## config.mk

```make
export PLATFORM = sky130hd
export DESIGN_NAME = fetch_unit
export DESIGN_NICKNAME = d
export VERILOG_FILES = /design/src/rtl/fetch_unit.sv
export SDC_FILE = /design/constraint.sdc
export NUM_CORES = 1
export LEC_CHECK = 0
export ABC_CLOCK_PERIOD_IN_PS = 9030
export CAP_MARGIN = 5
export CORE_AREA = 2 2 178 180
export CTS_CLUSTER_SIZE = 25
export DETAILED_ROUTE_END_ITERATION = 12
export DIE_AREA = 0 0 180 182
export PLACE_DENSITY = 0.7
export REMOVE_ABC_BUFFERS = 1
export SLEW_MARGIN = 20
export SYNTH_ARGS = -nofsm -noshare
export SYNTH_HDL_FRONTEND = slang
export SYNTH_SLANG_ARGS = --single-unit
```

## constraint.sdc

```tcl
create_clock -name clk -period 9.03 [get_ports clk]
set_input_delay 1.806 -clock clk [delete_from_list [all_inputs] [get_ports clk]]
set_output_delay 1.806 -clock clk [all_outputs]
set_load 0.1 [all_outputs]
```

## src/rtl/fetch_unit.sv

```systemverilog
// fetch_unit: instruction-fetch stage of the 5-stage RV64 pipeline.
// Owns the PC, issues one word read at a time on the instruction bus, and
// buffers each returned word with its PC in a small FIFO. Decode takes
// entries through a valid/ready handshake. A redirect flushes all
// wrong-path work. A redirect that arrives while a read is still in flight
// parks the FSM in DISCARD until that stale read completes, because the bus
// does not allow a request to be withdrawn.
//
// Ports
//   clk, reset      clock; synchronous active-high reset
//   ireq_valid      instruction read request (held until iresp_data_ok)
//   ireq_addr       read address (pc, or the stale address while discarding)
//   iresp_data_ok   completes the outstanding request
//   iresp_data      instruction word, valid with iresp_data_ok
//   redirect_valid  load redirect_pc and flush
//   redirect_pc     redirect target
//   out_valid       out_data holds a valid instruction
//   out_data        {instruction[95:64], pc[63:0]}
//   out_ready       decode accepts out_data this cycle
//
// state   | meaning
// FETCH   | normal fetching; responses are pushed into the FIFO
// DISCARD | wrong-path read still on the bus; its response is dropped
module fetch_unit #(
  parameter logic [63:0] PC_RESET = 64'h8000_0000,
  parameter int          QDEPTH   = 2
) (
  input  logic        clk,
  input  logic        reset,
  output logic        ireq_valid,
  output logic [63:0] ireq_addr,
  input  logic        iresp_data_ok,
  input  logic [31:0] iresp_data,
  input  logic        redirect_valid,
  input  logic [63:0] redirect_pc,
  output logic        out_valid,
  output logic [95:0] out_data,
  input  logic        out_ready
);

  localparam int PW = (QDEPTH > 1) ? $clog2(QDEPTH) : 1;
  localparam int CW = $clog2(QDEPTH + 1);
  localparam logic [CW-1:0] QD       = CW'(QDEPTH);
  localparam logic [PW-1:0] PTR_LAST = PW'(QDEPTH - 1);

  typedef enum logic {FETCH, DISCARD} state_t;

  typedef struct packed {
    logic [31:0] instruction;
    logic [63:0] pc;
  } fetch_data_t;

  state_t        state;
  logic [63:0]   pc;
  logic [63:0]   stale_addr;
  logic          pending;
  fetch_data_t   fifo [QDEPTH];
  logic [PW-1:0] rd_ptr;
  logic [PW-1:0] wr_ptr;
  logic [CW-1:0] count;
  logic          push;
  logic          pop;

  function automatic logic [PW-1:0] ptr_next(input logic [PW-1:0] p);
    return (p == PTR_LAST) ? '0 : p + PW'(1);
  endfunction

  // A request already on the bus stays up until completed. Otherwise a new
  // one starts only if a FIFO slot is free. The slot stays reserved, because
  // only responses push and pops can only free more room.
  assign ireq_valid = (state == DISCARD) || pending || (count < QD);
  assign ireq_addr  = (state == DISCARD) ? stale_addr : pc;

  assign out_valid = (count != '0);
  assign out_data  = fifo[rd_ptr];

  assign push = ireq_valid && iresp_data_ok && (state == FETCH) && !redirect_valid;
  assign pop  = out_valid && out_ready && !redirect_valid;

  always_ff @(posedge clk) begin
    if (reset) begin
      state      <= FETCH;
      pc         <= PC_RESET;
      stale_addr <= PC_RESET;
      pending    <= 1'b0;
      count      <= '0;
      rd_ptr     <= '0;
      wr_ptr     <= '0;
    end else if (redirect_valid) begin
      count   <= '0;
      rd_ptr  <= '0;
      wr_ptr  <= '0;
      pc      <= redirect_pc;
      pending <= 1'b0;
      // In-flight read that is not completing now: remember its address so
      // it can be held on the bus until the response arrives.
      if (ireq_valid && !iresp_data_ok) begin
        state      <= DISCARD;
        stale_addr <= ireq_addr;
      end else begin
        state <= FETCH;
      end
    end else begin
      case (state)
        FETCH: begin
          pending <= ireq_valid && !iresp_data_ok;
          if (push) begin
            fifo[wr_ptr] <= {iresp_data, pc};
            wr_ptr       <= ptr_next(wr_ptr);
            pc           <= pc + 64'd4;
          end
        end
        DISCARD: begin
          if (iresp_data_ok) begin
            state   <= FETCH;
            pending <= 1'b0;
          end
        end
        default: state <= FETCH;
      endcase

      if (pop) rd_ptr <= ptr_next(rd_ptr);

      case ({push, pop})
        2'b10:   count <= count + CW'(1);
        2'b01:   count <= count - CW'(1);
        default: count <= count;
      endcase
    end
  end

endmodule

```

* After elaboration in Yosys (flattened, before gate mapping)
Memory sizes are Yosys's and may differ from the RTL's. A register that Yosys moved wholly into a read port is not among the register bits.
Index checks and enable logic that the tools add are counted.
** Storage, ports and cells
- Output and inout port bits :: 162
- Word-level logic and storage cells :: 56
- RAM bits :: 192
- Memories :: 1
- Register bits after elaboration :: 134
** Cells by class
- Reductions and logical operators :: 17
- Order comparisons :: 1
- $add $sub $neg :: 5
- Mux-type cells :: 20
- Bitwise operators :: 1
- Equal/unequal tests :: 4
** Memory list
- fifo :: depth 2, bits a word 96, rd ports 1, clocked after Yosys merged registers in 1, wr ports 1, RTL line 57 : fetch_data_t fifo [QDEPTH];
** Operators by type and width (number)
- two-way mux 64 bit :: 4
- adder 64 x 3 -> 64 bit, second input constant :: 1
- two-way mux 1 bit :: 14
- logical AND 1 bit :: 6
- AND reduction 2 bit :: 3
- nonzero test 2 bit :: 3
- inequality test 2 bit, second input constant :: 2
- case mux 2 bit (2 select lines) :: 1
- adder 1 bit, second input constant :: 2
- adder 2 x 1 -> 2 bit, second input constant :: 1
- == test 2 x 1 -> 1 bit, second input constant :: 1
- == test 2 bit, second input constant :: 1
- logical NOT 1 bit :: 2
- logical OR 1 bit :: 2
- less-than comparator 2 bit, second input constant :: 1
- case mux 1 bit (2 select lines) :: 1
- OR reduction 2 bit :: 1
- subtractor 2 x 1 -> 2 bit, second input constant :: 1
- NOT 1 bit :: 1

* Logic depth before layout (Yosys ltp)
- Word-level depth :: 10
- Depth in mapped cells :: 10
- Gate-level depth less buffers :: 8

* Worst setup path before layout
OpenSTA, ideal clock, no wires.
- Path type :: in2reg
- Start point :: input port iresp_data_ok
- End point :: memory fifo[0][0] (netlist name) (enable)
- Setup slack :: 2.053 ns
- Stages on the path :: 4
- Arrival :: 6.425 ns
- Required time :: 8.478 ns
- Cell sequence :: nand2b_1 nor2_1 nand2_1 nor2_1
** Between the ends
- Cells in the longest elaborated chain, start to end :: 8
** Ends and longest elaborated chain
- from (decl) :: RTL line 32 : input logic iresp_data_ok,
- logical AND 1 bit (3 in series) :: RTL line 77 : assign push = ireq_valid && iresp_data_ok && (state == FETCH) && !redirect_valid;
- two-way mux 1 bit :: RTL line 107 : if (push) begin
- two-way mux 1 bit :: RTL line 104 : case (state)
- two-way mux 1 bit :: RTL line 89 : end else if (redirect_valid) begin
- two-way mux 1 bit :: RTL line 81 : if (reset) begin
- two-way mux 1 bit (not written as such) :: RTL line 108 : fifo[wr_ptr] <= {iresp_data, pc};
- to (decl) :: RTL line 57
No other way between the ends.

==> results by group <==
Worst hold path
  • Hold_sp: pending
  • Min-delay worst type: reg -> reg

Critical path
  • Critical setup path kind: reg -> out
  • Worst Path Arrival: 3.49 ns
  • Critical path buffer and inverter count: 2
  • FF-to-FF setup slack: between 5 and 6 ns
  • WP depth: 3
  • Crit path max-delay cell type: clkdlybuf4s50_1
  • Crit-path cells: buf_4, mux2_2, clkdlybuf4s50_1
  • CP endpoint kind: primary output
  • Worst Reg-to-Reg Cells: 6
  • Crit-path max FO: slightly below 50
  • Largest stage delay on the critical path: between 1 and 1.5 ns
  • RR Startpoint: state
  • Req. time, crit path: 7.22 ns
  • Family with the most delay on the worst path: buffers and inverters
  • R2R Path End: fifo[0][16]
  • Critical path launch point type: flip-flop
  • Worst setup path end: out_data[3]

Die
  • Starting Density: between 40 and 50%
  • Rows: 65
  • Die Ht: approximately 180 µm
  • Core area: 0.0310 mm²
  • Die Footprint: 0.0328 mm²
  • Die W: between 150 and 200 µm
  • I/O Pins: 263

Global routing
  • M2 GR Usage: about a third
  • Met3 Use GR: around 4.9%
  • First-pass GRT wire length: between 50,000 and 60,000 µm
  • Vias in the first global route: a little under 9,000
  • Met1 Use GR: 28.2%
  • GRT busiest layer: met2
  • Congestion Overflow GR: 0
  • Initial antenna violation count: 2
  • Largest net degree at the start of global routing: 82
  • GRT Util Overall: between 20 and 25%

STA
  • Final worst slack: between 3 and 4 ns
  • Setup Total Neg Slack: 0 ns
  • Final Cycle Share: between 50 and 60%
  • Min Tclk post-route: about 5.3 ns
  • Measured slew at the worst slew-check pin: roughly 1.1 ns
  • Slew headroom: between 20% and 30%
  • RSZ-0062 raised after global routing: no
  • Final count of hold timing violations: 0
  • Clock skew: roughly 0.015 ns
  • Fmax: about 190 MHz
  • Max Slew Vio Count: 0
  • Finish-stage setup viols: 0
  • Hold slack: 0.482 ns

Clock network
  • Htree depth: 2
  • Worst skew pair latency: between 0.5 and 0.6 ns
  • Clk root buf: clkbuf_16
  • Cts hold-fix bufs: 0
  • Clock transition at path regs: around 0.06 ns
  • Clock buffer depth: 3
  • CTS tree: yes
  • Post-CTS Setup Repair Bufs: 0
  • Total CTS buffers: 36
  • Clock Sinks: ~330
  • Post-CTS Resized: 0

Yosys
  • Cell count after synthesis: around 1,100
  • Post-synthesis xor/xnor area fraction: between 3 and 4%
  • Synth area leader: edfxtp_1
  • Post-synth EDFFs: 192
  • Synth Area in Compound Gates: 3.31%
  • Synth top area cells: edfxtp_1 (42%), dfxtp_1 (20%), mux2_2 (13%)
  • Yosys cell types: 44
  • Ys async rst share: 0%
  • Register area share after synthesis: about three fifths
  • Top-area cell type share of the netlist area: a little over two fifths
  • Cell area after synthesis: around 0.014 mm²
  • Avg Inst Size Synth: 13.0 µm²
  • Mux share of post-synthesis cell area: a little under a fifth
  • Primary FF master, synth: edfxtp_1
  • Dominant combinational cell family by area after synthesis: multiplexers
  • Synthesis-stage register bit count: 327
  • Post-synthesis adder-cell area fraction: less than 1%
  • Syn. warnings: 0
  • Simple logic cell fraction of the synthesized area: 10.9%

Drt
  • DRC: 0
  • WL final: between 30,000 and 40,000 µm
  • Vias: 9,209
  • DR WL/cell: about 20 µm
  • Drt first pass iters: 5
  • Post-DR vias/cell: 5.30
  • Antenna viol nets, final: 0
  • Initial DRC count: just under 600

Layout
  • Most frequent cells in the layout: clkdlybuf4s50_1 (260), edfxtp_1 (192), mux2_2 (156)
  • # diodes: 0
  • Layout cells sized above 1: around 18%
  • Commonest non-fill, non-tap cell in the layout: clkdlybuf4s50_1
  • Layout Nets: 1,414
  • Area grow syn2layout: 30.0%

Power and ir drop
  • Max IR drop VDD: ~110 µV
  • Pleak: between 0.006 and 0.007 µW
  • Power per cell area: roughly 200 mW/mm²

Place
  • Port buffer count: between 200 and 300
  • Gp weighted congestion: a little under 0.8
  • Dpl hpwl: between 20,000 and 25,000 µm
  • Worst slack, placed: approximately 3.9 ns

Run
  • Max cap viols: 0

Run status
  • Outcome: finished, final reports clean
[per-layer routing]
metal | vias to the layer above | wire length (µm) | part of all wire [%]
met5 | - | 23 | 0.067
met4 | 4 | 591 | 1.7
met3 | 52 | 2680 | 7.9
met2 | 328 | 15600 | 46
met1 | 4424 | 15300 | 45
li1 | 4401 | - | -
[where the power goes]
part	switching [µW]	total (µW)	internal (µW)
Clock	581	1410	825
Sequential	53.9	1680	1630
Combinational	356	516	160
Total	991	3600	2610
[sequential cells by signal (all words and copies together), names as in the netlist, named ones only]
name / flops
wr_ptr: 1
fifo: 192
rd_ptr: 1
stale_addr: 64
state: 1
pending: 1
pc: 64
count: 2
[area by class of cell]
class | count | area, µm²
inverter | 7 | 27.5
clock inverter | 16 | 118
timing repair buffer | 273 | 2700
fill | 2564 | 13100
multi-input combinational | 666 | 5030
sequential | 327 | 8480
clock buffer | 48 | 1020
tap | 402 | 503
[synthesized netlist by cell type (all sizes together) (3+ instances only)]
| master | instances |
|---|---|
| a211oi | 33 |
| and2 | 6 |
| buf | 19 |
| nand2 | 49 |
| xnor2 | 37 |
| dfxtp | 135 |
| or3 | 4 |
| and3 | 12 |
| nor3 | 24 |
| inv | 7 |
| clkbuf | 42 |
| nand4 | 24 |
| nand3 | 20 |
| mux2 | 156 |
| nor2b | 3 |
| a21oi | 19 |
| xor2 | 25 |
| mux2i | 73 |
| edfxtp | 192 |
| nor2 | 130 |
| or4 | 6 |
| o21ai | 7 |
| nor4 | 8 |
| and4 | 11 |
[through the flow]
stage          cell area [µm²]  total power [µW]  instances  utilization, %
5_1_grt                  17900              3720       1739            57.7
4_1_cts                  17900              3640       1739            57.7
2_1_floorplan            13500              2070       1000               -
3_5_place_dp             16700              2230       1675            54.0
3_3_place_gp             16700              2220       1675            54.0
6_report                 17900              3600       1739            57.7
[logic make-up after synthesis]
group | after synthesis
flip-flops | 327
AND/OR/NAND/NOR | 304
multiplexers | 229
AO/OA/AOI/OAI | 69
buffers and inverters | 68
XOR/XNOR | 62
adder cells (fa/ha/maj) | 2
[how the worst min path moves through the flow]
stage,end,slack [ns],depth (start not counted)
3_3_place_gp,pending,0.46,1
3_5_place_dp,pending,0.47,1
2_1_floorplan,fifo[0][0],0.44,0
6_report,pending,0.48,1
5_1_grt,fifo[1][1],0.52,0
4_1_cts,pending,0.48,1
Note: power is estimated with default switching activity, not from simulation.
